--- config.mk ---
export PLATFORM = sky130hd
export DESIGN_NAME = redmule_qint_unpacker
export DESIGN_NICKNAME = d
export VERILOG_FILES = /design/src/rtl/redmule_pkg.sv /design/src/rtl/redmule_qint_expand.sv /design/src/rtl/redmule_qint_unpacker.sv
export SDC_FILE = /design/constraint.sdc
export NUM_CORES = 1
export LEC_CHECK = 0
export CAP_MARGIN = 15
export CORE_UTILIZATION = 56
export CTS_BUF_LIST = sky130_fd_sc_hd__clkbuf_16
export DETAILED_ROUTE_END_ITERATION = 8
export PLACE_DENSITY = 0.77
export SYNTH_ARGS = -nofsm -noshare
export SYNTH_HDL_FRONTEND = slang
export SYNTH_HIERARCHICAL = 1
export SYNTH_SLANG_ARGS = --single-unit
--- constraint.sdc ---
create_clock -name clk_i -period 4.65 [get_ports clk_i]
set_input_delay 0.6975 -clock clk_i [delete_from_list [all_inputs] [get_ports clk_i]]
set_output_delay 0.6975 -clock clk_i [all_outputs]
set_load 0.03 [all_outputs]
--- src/rtl/redmule_pkg.sv ---
// Shared types and helpers for the RedMulE quantised-integer operand path.
package redmule_pkg;

  // Packed operand widths accepted by the unpacker. Other codes fall back to 8 bit.
  typedef enum logic [2:0] {
    QINT_8 = 3'd0,
    QINT_4 = 3'd1,
    QINT_2 = 3'd2,
    QINT_3 = 3'd3
  } qint_fmt_e;

  localparam int unsigned QINT_MAX_BITS = 8;

  // Number of packed bits per element for a format.
  function automatic int unsigned qint_bits(input qint_fmt_e fmt);
    case (fmt)
      QINT_4:  return 4;
      QINT_3:  return 3;
      QINT_2:  return 2;
      default: return 8;
    endcase
  endfunction

  // Map a raw format code onto a supported format; unknown codes become QINT_8.
  function automatic qint_fmt_e qint_norm(input logic [2:0] raw);
    case (raw)
      3'd1:    return QINT_4;
      3'd2:    return QINT_2;
      3'd3:    return QINT_3;
      default: return QINT_8;
    endcase
  endfunction

endpackage

--- src/rtl/redmule_qint_expand.sv ---
// Combinational lane expander: slices q-bit fields from the low end of the
// packed word and widens each one to an ELW-bit lane.
module redmule_qint_expand
  import redmule_pkg::*;
#(
  parameter int unsigned DATA_W = 32,
  parameter int unsigned ELW    = 8
) (
  input  logic [DATA_W/ELW*QINT_MAX_BITS-1:0] packed_data,
  input  qint_fmt_e                           fmt,
  input  logic                                sgn,
  output logic [DATA_W-1:0]                   lanes
);

  localparam int unsigned L = DATA_W / ELW;

  int unsigned q;

  // Widen a q-bit field to ELW bits, replicating its top bit when signed.
  function automatic logic [ELW-1:0] ext_lane(input logic [QINT_MAX_BITS-1:0] raw,
                                              input int unsigned qb,
                                              input logic s);
    logic [ELW-1:0] r;
    logic           msb;
    r   = '0;
    msb = raw[3'(qb - 1)];
    for (int b = 0; b < int'(ELW); b++) begin
      r[b] = (32'(b) < qb) ? raw[3'(b)] : (s & msb);
    end
    return r;
  endfunction

  assign q = qint_bits(fmt);

  // Each lane i takes packed bits [i*q +: q]; higher bits of the slice are masked by ext_lane.
  always_comb begin
    lanes = '0;
    for (int i = 0; i < int'(L); i++) begin
      lanes[i*ELW +: ELW] = ext_lane(QINT_MAX_BITS'(packed_data >> (32'(i) * q)), q, sgn);
    end
  end

endmodule

--- src/rtl/redmule_qint_unpacker.sv ---
// Streaming gearbox that turns densely packed QINT_{8,4,3,2} beats into
// ELW-bit lanes. A 2*DATA_W shift buffer absorbs one input beat while the
// previous one is still being unpacked; packed fields may straddle beats.
module redmule_qint_unpacker
  import redmule_pkg::*;
#(
  parameter int unsigned DATA_W = 32,
  parameter int unsigned ELW    = 8
) (
  input  logic                clk_i,
  input  logic                rst_ni,
  input  logic                clear_i,
  input  logic [2:0]          fmt_i,
  input  logic                signed_i,
  input  logic                flush_i,
  // packed input stream
  input  logic [DATA_W-1:0]   stream_i_data,
  input  logic [DATA_W/8-1:0] stream_i_strb,
  input  logic                stream_i_valid,
  output logic                stream_i_ready,
  // expanded output stream
  output logic [DATA_W-1:0]   stream_o_data,
  output logic [DATA_W/8-1:0] stream_o_strb,
  output logic                stream_o_valid,
  input  logic                stream_o_ready,
  output logic                empty_o
);

  localparam int unsigned L  = DATA_W / ELW;
  localparam int unsigned BW = 2 * DATA_W;
  localparam int unsigned LW = $clog2(BW + 1);

  logic [BW-1:0] buf_q, buf_d;
  logic [LW-1:0] lvl_q, lvl_d;
  logic [LW-1:0] n_bits, take;
  logic          flush_q, flush_d;
  qint_fmt_e     fmt_q;
  logic          sgn_q;
  logic          push, pop, load_cfg;
  logic          unused_strb;

  // Only full beats are accepted, so byte strobes carry no information.
  assign unused_strb = ^stream_i_strb;

  // Bits consumed by one full output beat.
  assign n_bits = LW'(L * qint_bits(fmt_q));

  // Input is accepted while one whole beat still fits; a pending flush freezes the input.
  assign stream_i_ready = (lvl_q <= LW'(DATA_W)) && !flush_q;
  assign stream_o_valid = (lvl_q >= n_bits) || (flush_q && (lvl_q != '0));
  assign stream_o_strb  = '1;
  assign empty_o        = (lvl_q == '0) && !flush_q;

  assign push = stream_i_valid && stream_i_ready;
  assign pop  = stream_o_valid && stream_o_ready;

  // Next-state: shift out consumed bits, append the new beat just above the remaining level.
  always_comb begin
    take = '0;
    if (pop) begin
      take = (lvl_q < n_bits) ? lvl_q : n_bits;
    end
    lvl_d = lvl_q - take + (push ? LW'(DATA_W) : '0);
    buf_d = buf_q >> take;
    if (push) begin
      buf_d = buf_d | ({{DATA_W{1'b0}}, stream_i_data} << (lvl_q - take));
    end
    // Flush stays armed until the pop that empties the buffer, including a pad beat.
    flush_d  = (flush_q || (flush_i && (lvl_q != '0))) && (lvl_d != '0);
    load_cfg = (lvl_d == '0) && !flush_q;
  end

  // Buffer, level, flush flag and format registers; clear behaves like reset.
  always_ff @(posedge clk_i) begin
    if (!rst_ni || clear_i) begin
      buf_q   <= '0;
      lvl_q   <= '0;
      flush_q <= 1'b0;
      fmt_q   <= QINT_8;
      sgn_q   <= 1'b0;
    end else begin
      buf_q   <= buf_d;
      lvl_q   <= lvl_d;
      flush_q <= flush_d;
      if (load_cfg) begin
        fmt_q <= qint_norm(fmt_i);
        sgn_q <= signed_i;
      end
    end
  end

  // Bits above lvl_q are always zero in buf_q, so a partial final beat is zero-padded.
  redmule_qint_expand #(
    .DATA_W (DATA_W),
    .ELW    (ELW)
  ) i_expand (
    .packed_data (buf_q[L*QINT_MAX_BITS-1:0]),
    .fmt         (fmt_q),
    .sgn         (sgn_q),
    .lanes       (stream_o_data)
  );

endmodule

==> summary.md <==
| Metric | Value |
|---|---|
| Status | finished with violations |
| Failing checks | setup timing |
| Post-CTS Hold Buffers | 0 |
| Crit path max-delay cell type | fa_2 |
| Distinct cells, synth | 90 |
| Num CTS Buffers | 9 |
| Fillers | 1700 |
| Critical Path RT | 4.84 ns |
| Type of origin of the critical path | flop |
| Number of diodes | 0 |
| Share of the yosys chip area belonging to registers | 0.131 |
| Hold Path Sink | fmt_q[0] |
| Minimum clock period | 4.67 ns |
| Fin. Hold Viols | 0 |
| Vias in the first global route | 13.0k |
| Max FO, Critical Path | 7 |
| CTS root buf | clkbuf_16 |
| Std cell rows | 52 |
| Buf+Inv Stages, Crit Path | 4 |
| Initial antenna violation count | 1 |
| Ys Warns | 6 |
| Final Non-Filler Cells | 1898 |
| Grt total ovfl | 0 |
| Initial DRC count | 2698 |
| Reg-to-reg setup timing slack | -0.02 ns |
| R2r endpoint | buf_q[26] |
| Critical path depth | 18 |
| Routed Wire Length | 54000 um |
| Area of the multi-input gates | 9450 sq um |
| WHS | 0.529 ns |
| First-pass GRT wire length | 79600 um |
| Slew headroom | 0.367 |
| DP Wirelength | 40000 um |
| Starting Density | 0.570 |
| Die X | 145 um |
| Sequential cell area | 1510 sq um |
| Post-synth top flop | dfxtp_1 |
| Leak Pwr | 4.97 nW |
| Placeable Area | 20200 sq um |
| Antenna-violating nets left | 0 |
| CP max stage delay | 0.70 ns |
| 1st-pass router iterations | 7 |
| Post-route setup slack | -0.0226 ns |
| Worst Hold Depth | 2 |
| Vias/cell | 7.65 |
| Crit path DAT | 4.86 ns |
| Share of layout cells above drive strength 1 | 0.221 |
| Hold Path Class | reg2reg |
| Routed WL per cell | 28.5 um |
| All-layer global routing usage | 0.491 |
| PnR Total Power | 5.35 mW |
| Cells after Synth | 1533 |
| #FFs+latches synth | 75 |
| Setup WS pre-CTS | -0.116 ns |
| Worst Max-Slew Pin Slew | 0.950 ns |
| TritonCTS clock tree | done |
| CTS Sinks | 75 |
| # DRC | 0 |
| Maximum vdd drop | 0.262 mV |
| Asr flop ratio synth | 0 |
| Port Buf Inserts | 76 |
| Placer Congestion | 1.06 |
| Clock Latency Late Sink | 0.37 ns |
| Via count | 14.5k |
| Max Fclk | 0.214 GHz |
| Largest net degree at the start of global routing | 58 |
| Final setup viols | 1 |
| Post-synth EDFFs | 0 |
| Fin crit share | 1.00 |
| R2r worst-path depth | 18 |
| Max cap viols | 0 |
| Placed cells | 1876 |
| Max clock buf depth | 2 |
| Syn Area/Cell | 7.50 sq um |
| Syn-to-layout area delta | 19.5% |
| Mapped cell area | 11500 sq um |
| Startpoint of the worst hold path | fmt_q[0] |
| CP Class | reg2reg |
| PwrDens | 390 nW/um^2 |
| CP Capture Type | flop |
| Nets | 1687 |
| Critical path cell sequence | or2_4, ha_4, or2_2, or3_4, nor2_4, ha_4, inv_1, fa_2, buf_12, mux2_2, a22oi_1, buf_4, nor2_1, o21ai_0, o21ai_1, buf_4, a22oi_1, o22ai_1 |
| Clock transition at path regs | 0.07 ns |
| Worst R2R Start | fmt_q[1] |
| Final Util | 0.681 |
| Skew final | 0.0214 ns |
| H-tree levels | 3 |
| Die area | 21100 sq um |
| Ports | 85 |
| CP delay by family, top | simple AND/OR/NAND/NOR gates |
| Die H | 145 um |
| Slew Limit Fails | 0 |
-- sequential cells by signal, indices dropped and copies added, names as in the netlist --
name and flops:
buf_q 64, flush_q 1, sgn_q 1, fmt_q 2
lvl_q 7
-- per-stage QoR --
| stage | setup TNS [ns] | area, sq um |
|---|---|---|
| final | -0.0226 | 13700 |
| after global routing | -0.186 | 13700 |
| after CTS | -0.0780 | 13300 |
| after detailed placement | -0.453 | 13000 |
| after global placement | -0.0229 | 13000 |
| after floorplan | -0.0783 | 11500 |
-- layer usage --
| metal | track usage | routed length (um) | vias up |
|---|---|---|---|
| li1 | - | - | 6076 |
| met1 | 0.677 | 20600 | 6908 |
| met2 | 0.690 | 21900 | 1299 |
| met3 | 0.188 | 8900 | 230 |
| met4 | 0.173 | 2560 | 2 |
| met5 | 0 | 13 | - |
-- Yosys cell counts (all sizes together), types with 13 or more instances --
| cell type | n | area, sq um |
|---|---|---|
| a211oi | 22 | 175 |
| a21oi | 106 | 531 |
| a221o | 17 | 170 |
| a22oi | 21 | 158 |
| a32oi | 13 | 114 |
| and2 | 15 | 93.8 |
| and3 | 21 | 131 |
| buf | 77 | 502 |
| clkbuf | 81 | 305 |
| dfxtp | 75 | 1500 |
| ha | 16 | 200 |
| inv | 41 | 156 |
| mux2 | 21 | 240 |
| mux2i | 148 | 1480 |
| mux4 | 48 | 1080 |
| nand2 | 147 | 557 |
| nand3 | 49 | 245 |
| nand4 | 14 | 93.8 |
| nor2 | 129 | 489 |
| nor2b | 15 | 93.8 |
| nor3 | 43 | 226 |
| o211ai | 30 | 225 |
| o21ai | 117 | 586 |
| o221ai | 22 | 199 |
| o22ai | 39 | 250 |
| o31ai | 13 | 97.6 |
| o32ai | 17 | 149 |
-- worst register-to-register path, delay by kind of cell, from the launching register on --
| family | cells | cell delay (ns) |
|---|---|---|
| adders and majority gates | 3 | 1.00 |
| buffers and inverters | 4 | 0.57 |
| and+or+nand+nor | 5 | 1.20 |
| muxes | 1 | 0.39 |
| DFF | 1 | 0.37 |
| AOI/OAI and AO/OA | 5 | 1.00 |
-- cell families (layout without fill, tap and decap cells) --
family | count (synthesis) | count (layout) | share of synthesized area
AO/OA/AOI/OAI | 533 | 533 | 0.318
XOR/XNOR | 9 | 9 | 0.00686
adder cells (fa/ha/maj) | 18 | 18 | 0.0209
buffers and inverters | 202 | 290 | 0.0848
flip-flops | 75 | 75 | 0.131
multiplexers | 217 | 217 | 0.244
other | 2 | 9 | 0.000653
AND/OR/NAND/NOR | 477 | 477 | 0.194
-- area by class of cell --
class	instances	area share
clock buffers	9	0.0164
clock inverters	7	0.00328
inverters	44	0.0124
multi-input cells	1263	0.688
flip-flops and latches	75	0.110
well taps	270	0.0246
repair buffers	230	0.146
-- how the worst max path moves through the flow --
stage | to | start | slack (ns)
floorplan | buf_q[13] | fmt_q[0] | -0.08
global placement | buf_q[28] | stream_o_ready | -0.02
detailed placement | buf_q[16] | fmt_q[1] | -0.12
CTS | buf_q[52] | fmt_q[1] | -0.03
global route | buf_q[22] | fmt_q[1] | -0.05
finish | buf_q[26] | fmt_q[1] | -0.02
-- cells in the final DEF (no fill, tap or decap), types with 12 or more instances in the layout --
master	count
ha_1	12
nor2_1	123
nor3_1	42
mux2i_2	16
a21oi_1	102
o21ai_0	105
clkdlybuf4s50_1	54
and3_1	21
inv_1	35
a32oi_1	12
o221ai_1	21
o211ai_1	30
nand4_1	13
buf_4	163
nand2_1	142
a211oi_1	19
mux2_2	20
o22ai_1	36
mux4_2	48
o32ai_1	16
a22oi_1	19
nor2b_1	14
dfxtp_1	71
mux2i_1	126
nand3_1	49
and2_1	15
a221o_1	17
-- report_power, final --
| part | leakage (nW) | switching [mW] | internal (mW) |
|---|---|---|---|
| sequential | 0.610 | 0.321 | 0.753 |
| combinational | 4.23 | 2.25 | 1.33 |
| clock | 0.131 | 0.338 | 0.361 |
-- repair_timing --
item                       4_1_cts  5_1_grt
setup endpoints to repair       25       72
gates resized for setup         14       77
setup buffers                    1        2
pin swaps                        0       17
gates cloned                     0        3
Note: power is estimated with default switching activity, not from simulation.
